<file path="config.mk">
export PLATFORM = sky130hd
export DESIGN_NAME = cla_mod_counter
export DESIGN_NICKNAME = d
export VERILOG_FILES = /design/src/rtl/cla_mod_counter.sv
export SDC_FILE = /design/constraint.sdc
export NUM_CORES = 1
export LEC_CHECK = 0
export CAP_MARGIN = 20
export CELL_PAD_IN_SITES_DETAIL_PLACEMENT = 1
export CELL_PAD_IN_SITES_GLOBAL_PLACEMENT = 1
export CORE_MARGIN = 1.5
export CORE_UTILIZATION = 30
export CTS_CLUSTER_DIAMETER = 150
export DETAILED_ROUTE_END_ITERATION = 8
export GPL_ROUTABILITY_DRIVEN = 1
export PLACE_DENSITY_LB_ADDON = 0.1
export REMOVE_ABC_BUFFERS = 1
export SLEW_MARGIN = 30
export SYNTH_ARGS = -nofsm -noshare
export SYNTH_HDL_FRONTEND = slang
export SYNTH_SLANG_ARGS = --single-unit
</file>
<file path="constraint.sdc">
create_clock -name clk -period 1.7 [get_ports clk]
set_input_delay 0.34 -clock clk [delete_from_list [all_inputs] [get_ports clk]]
set_output_delay 0.34 -clock clk [all_outputs]
set_load 0.03 [all_outputs]
</file>
<file path="src/rtl/cla_mod_counter.sv">
// Modulo-MODULO up/down counter whose next count comes from a GROUP-bit carry-lookahead incrementer/decrementer.
// Optional macro SATURATE_EN: hold at the range limits instead of wrapping (wrap stays 0).
module cla_mod_counter #(
    parameter int unsigned WIDTH  = 8,
    parameter int unsigned GROUP  = 4,
    parameter int unsigned MODULO = 2 ** WIDTH
) (
    input  logic             clk,
    input  logic             rst,
    input  logic             clr,
    input  logic             load,
    input  logic [WIDTH-1:0] load_val,
    input  logic             en,
    input  logic             up,
    output logic [WIDTH-1:0] count,
    output logic             tc,
    output logic             wrap
);

    localparam int unsigned      NGRP    = (WIDTH + GROUP - 1) / GROUP;
    localparam logic [WIDTH-1:0] MAX_CNT = WIDTH'(MODULO - 1);
    localparam logic [WIDTH:0]   MOD_EXT = (WIDTH + 1)'(MODULO);

    logic [WIDTH-1:0] count_q, count_d;
    logic             wrap_q, wrap_d;
    logic [NGRP-1:0]  gc_c;
    logic [WIDTH-1:0] cin_c;
    logic             acc_c;
    logic             load_over_c;

    // Lookahead: a bit "propagates" when it is 1 counting up or 0 counting down.
    // Group carries chain through group-propagate terms; each bit then ANDs its
    // group carry with the in-group prefix, so there is no bit-serial ripple.
    always_comb begin
        gc_c    = '0;
        cin_c   = '0;
        acc_c   = 1'b0;
        gc_c[0] = 1'b1;
        for (int unsigned g = 1; g < NGRP; g++) begin
            acc_c = gc_c[g-1];
            for (int unsigned j = (g - 1) * GROUP; j < g * GROUP; j++) begin
                acc_c = acc_c & (count_q[j] ~^ up);
            end
            gc_c[g] = acc_c;
        end
        for (int unsigned i = 0; i < WIDTH; i++) begin
            acc_c = gc_c[i / GROUP];
            for (int unsigned j = (i / GROUP) * GROUP; j < i; j++) begin
                acc_c = acc_c & (count_q[j] ~^ up);
            end
            cin_c[i] = acc_c;
        end
    end

    assign tc          = up ? (count_q == MAX_CNT) : (count_q == '0);
    assign load_over_c = ({1'b0, load_val} >= MOD_EXT);

    // Next-state: clr > load > en; at the range limit the lookahead result is replaced.
    always_comb begin
        count_d = count_q;
        wrap_d  = 1'b0;
        if (clr) begin
            count_d = '0;
        end else if (load) begin
            count_d = load_over_c ? MAX_CNT : load_val;
        end else if (en) begin
            if (tc) begin
`ifdef SATURATE_EN
                count_d = count_q;
`else
                count_d = up ? '0 : MAX_CNT;
                wrap_d  = 1'b1;
`endif
            end else begin
                count_d = count_q ^ cin_c;
            end
        end
    end

    always_ff @(posedge clk) begin
        if (rst) begin
            count_q <= '0;
            wrap_q  <= 1'b0;
        end else begin
            count_q <= count_d;
            wrap_q  <= wrap_d;
        end
    end

    assign count = count_q;
    assign wrap  = wrap_q;

endmodule

</file>
# Yosys cells after proc, flatten, opt, wreduce, memory -nomap -nowiden
# Cells that the tools add are included.
# Widths: inputs -> output; s select.
[word_totals] out_inout_bits=10 word_cells=28 in_bits=14 ff_bits=9
[classes] n_reduce_logical=4 bitwise_logic=15 n_eq_ne=1 n_mux=6
[op_table] cell="$mux 8" count=4
[op_table] cell="$eq 8x8->1 const B" count=1
[op_table] cell="$logic_not 8->1" count=1
[op_table] cell="$xor 8x8->8" count=1
[op_table] cell="$xnor 1x1->1" count=7
[op_table] cell="$and 1x1->1" count=6
[op_table] cell="$reduce_or 4->1" count=1
[op_table] cell="$mux 1" count=2
[op_table] cell="$reduce_bool 2->1" count=1
[op_table] cell="$reduce_or 2->1" count=1
[op_table] cell="$not 1->1" count=1

# Logic depth before layout (Yosys ltp)
[depth] depth_word=11 depth_mapped=5 depth_no_buf=4

# Worst setup path after synthesis
# No wires, ideal clock.
[synth_path] path_kind="reg2out" from="register count_q[2], in the netlist count[2]" to="output tc" arrival_time_ps=1395 n_path_buf=1 path_stages_with_launch=5 path_slack_ps=-35 t_required_ps=1360 cell_sequence="dfxtp_1 -> buf_2 -> nand4_1 -> or3b_1 -> o21ai_2"
[synth_between] elab_chain_cells=2 elab_cells_between_ends=3 classes_between="eq/ne: 1; mux: 1; reduce/logical: 1"
[synth_rtl] item="start: declaration" line_no="24" source="logic [WIDTH-1:0] count_q, count_d;"
[synth_rtl] item="start signal: assignment" line_no="85" source="count_q <= count_d;"
[synth_rtl] item="$eq 8x8->1 or $logic_not 8->1 (tied branches)" line_no="55" source="assign tc = up ? (count_q == MAX_CNT) : (count_q == '0);"
[synth_rtl] item="$mux 1 *" line_no="55"
[synth_rtl] item="end: declaration" line_no="16" source="output logic tc,"
# Every way passes the cells marked *; elsewhere a longest branch is shown, timed or not.

# Worst setup path after layout
[layout_path] from="register count_q[4], in the netlist count[4]" to="output tc"
# Same word-level chain as after synthesis.

==> metrics.csv <==
stage;metric;value;unit
logic_synthesis;synth_top_family_by_area;simple AND/OR/NAND/NOR gates;
pwr;intPower;0.0004224;W
layout;area_growth_syn_to_layout;75.75;%
detailed_routing;first_pass_iters;4;
global_routing;grt_pass1_wl;3.836;mm
logic_synthesis;synth_cell_types;33;
pwr;comb_power_share;35.8;%
status;violations;negative setup slack;
pwr;power_switching;0.0002093;W
layout;seqCellArea;207.7;sq um
timing;fmax;554.5;MHz
layout;multi_input_area;436.7;sq um
global_routing;grt_max_degree;9;
timing;finalMaxSlewViolations;0;
global_routing;antenna_found_initial;0;
placed_design;placed_area;944.7;sq um
logic_synthesis;synth_area;629.4;sq um
logic_synthesis;ys.warnings.count;0;
placed_design;post-place-ws;-0.3704;ns
worst_setup_path;setup.worst_path.start_class;register;
timing;finalHoldViolCount;0;
worst_setup_path;critical_path_peak_fanout;4;
timing;worstMarginPinSlew;0.3931;ns
worst_setup_path;cpMaxStageDelayCell;or3b_4;
detailed_routing;finalWirelength;2.619;mm
clock_tree;clk_path_buf_depth;2;
logic_synthesis;synth-main-ff-cell;dfxtp_1;
pwr;switching_share;33.13;%
floorplanning;die-area;0.002381;sq mm
clock_tree;tritoncts;built;
logic_synthesis;synthSimpleGateAreaFrac;29.03;%
global_routing;grt_usage;21.24;%
worst_setup_path;critPathArrivalTime;1.46;ns
detailed_routing;drt-vias-per-instance;5.313;
detailed_routing;first_iter_violations;14;
detailed_routing;drtAntennaViolNets;0;
worst_setup_path;worstPathCellList;and4_1, or3b_4, o21ai_2, buf_6;
layout;nets;135;
timing;setup_viol;4;
floorplanning;rows;16;
floorplanning;pin_count;24;
logic_synthesis;syn_inst;77;
layout;layout-drive-gt1-share;35.00;%
pwr;seqPwrFrac;37.1;%
timing;post-route-period-util;106.1;%
floorplanning;core-area;0.001962;sq mm
logic_synthesis;avgSynthCellArea;8.173;sq um
clock_tree;clock_tree.root_cell;clkbuf_4;
layout;final_area;0.001106;sq mm
timing;slew-limit-headroom;73.73;%
global_routing;grt_overflow;0;
clock_tree;tritoncts.num_buffers;3;
clock_tree;cts_max_level;1;
floorplanning;die_h;48.80;um
clock_tree;numClockSinks;9;
logic_synthesis;synth_xor_area_share;11.13;%
timing;setup-tns-final;-0.2279;ns
floorplanning;initial_core_util;32.08;%
clock_tree;clk_latency;0.26;ns
logic_synthesis;ys_seq_area_share;28.63;%
timing;grt_setup_unrepaired;yes;
detailed_routing;drc;0;
placed_design;place_hpwl;1.569;mm
worst_setup_path;crit_required;1.36;ns
logic_synthesis;synth_edf_count;0;
run;maxCapViolCount;0;
global_routing;grt_pass1_vias;829;
pwr;irDropWorstVdd;0.3457;mV
layout;final_core_util;56.38;%
logic_synthesis;synth_async_sr_flop_share;0;%
timing;clock_skew;0.001013;ns
pwr;p_leak;0.4904;nW
logic_synthesis;synthMuxAreaShare;0;%
floorplanning;die_x;48.80;um
detailed_routing;wl_per_cell;17.82;um
logic_synthesis;post_synth_fa_ha_maj_area_fraction;0;%
logic_synthesis;synth-compound-area-share;23.06;%
timing;period_needed;1.803;ns
layout;num-fill-cells;255;
detailed_routing;vias;781;
logic_synthesis;ys_ff_latch;9;
pwr;p_clk_share;27.2;%
placed_design;place.gp.congestion;0.7829;
worst_setup_path;worstSetupEndpointType;primary output;
status;status;finished, violations left;
pwr;p_per_area;571.1;mW/mm^2
hold_path;hp-class;register to register;
timing;postLayoutSetupSlackWorst;-0.1034;ns
worst_setup_path;max_stage_delay;0.39;ns
clock_tree;clkTransAtPathRegs;0.06;ns
layout;antenna_cells;0;
placed_design;port_buffers;23;
worst_setup_path;crit_type;register to primary output;
==> per-stage QoR <==
stage	total power, W	instances	hold WS (ns)
after CTS	0.0006201	142	0.5926
final	0.0006316	147	0.6817
after global routing	0.0006733	147	0.7142
after global placement	0.0004335	134	0.6199
after floorplan	0.0003297	71	0.4089
after detailed placement	0.0004369	134	0.6386
==> worst max-delay path, delay by kind of cell (launching register included) <==
| kind | cells | cell delay, ns |
|---|---|---|
| flip-flops | 1 | 0.37 |
| AND/OR/NAND/NOR | 2 | 0.59 |
| buffers and inverters | 1 | 0.15 |
| AO/OA/AOI/OAI | 1 | 0.08 |
==> path summary, 6_finish.rpt <==
path / from / end / slack (ns) / depth (start not counted)
worst min-delay path: count[3] / count[3] / 0.68 / 2
worst max-delay path: count[4] / tc / -0.10 / 4
worst min register to register: count[3] / count[3] / 0.68 / 2
worst max register to register: count[0] / count[6] / -0.07 / 7
==> power by group through the flow <==
stage	logic [W]	clock network, W	registers (W)
floorplan	0.0000698	0	0.000260
global placement	0.000192	0	0.000242
detailed placement	0.000194	0	0.000242
CTS	0.000202	0.000181	0.000236
global route	0.000243	0.000195	0.000236
finish	0.000226	0.000172	0.000234
==> flip-flops by register name, indices dropped and copies added (netlist names) <==
signal / flops
count: 8
wrap: 1
==> layout by cell type (no fill, tap or decap), types with 2 or more instances in the layout <==
cell type / netlist / routed
a21oi_1: 6 / 6
and3_1: 2 / 2
and4_1: 3 / 3
buf_4: 1 / 22
clkbuf_4: 0 / 3
clkdlybuf4s50_1: 0 / 14
dfxtp_4: 0 / 7
dlygate4sd2_1: 0 / 6
dlymetal6s2s_1: 0 / 2
inv_1: 2 / 2
nand2_1: 5 / 5
nand4_1: 3 / 3
nor2_1: 7 / 7
nor3_1: 3 / 2
nor4_4: 0 / 2
nor4b_1: 2 / 2
o21ai_0: 4 / 4
xnor2_1: 4 / 4
xor2_1: 4 / 4
==> layer usage <==
layer  part of all wire [%]  global-route usage [%]
met5                      0                       0
met4                    1.0                   10.95
met3                    3.5                   3.988
met2                     53                   38.36
met1                     42                   23.51
==> repair_timing <==
item | CTS | global route
pin swaps | 0 | 2
resized for setup | 20 | 11
gates cloned | 0 | 0
setup buffers | 4 | 5
hold buffers | 0 | 0
setup endpoints to repair | 9 | 4
==> synth_stat cells (3+ instances only) <==
library cell	n	share of area, %
o21ai_0	4	3.2
nand4_1	3	3.0
nor2_1	7	4.2
and4_1	3	4.2
xor2_1	4	5.6
xnor2_1	4	5.6
nor3_1	3	2.4
nand2_1	5	3.0
dfxtp_1	9	29
a21oi_1	6	4.8
==> cells by family after synthesis <==
family / after synthesis
buffers and inverters: 8
flip-flops: 9
AO/OA/AOI/OAI: 20
XOR/XNOR: 8
AND/OR/NAND/NOR: 32
==> cell type report <==
cell class,count,share of cell area (%)
flip-flops and latches,9,18.78
inverters,2,0.6787
clock buffers,4,2.376
repair buffers,45,35.63
multi-input cells,60,39.48
well taps,27,3.054
(Power assumes the default switching activity.)
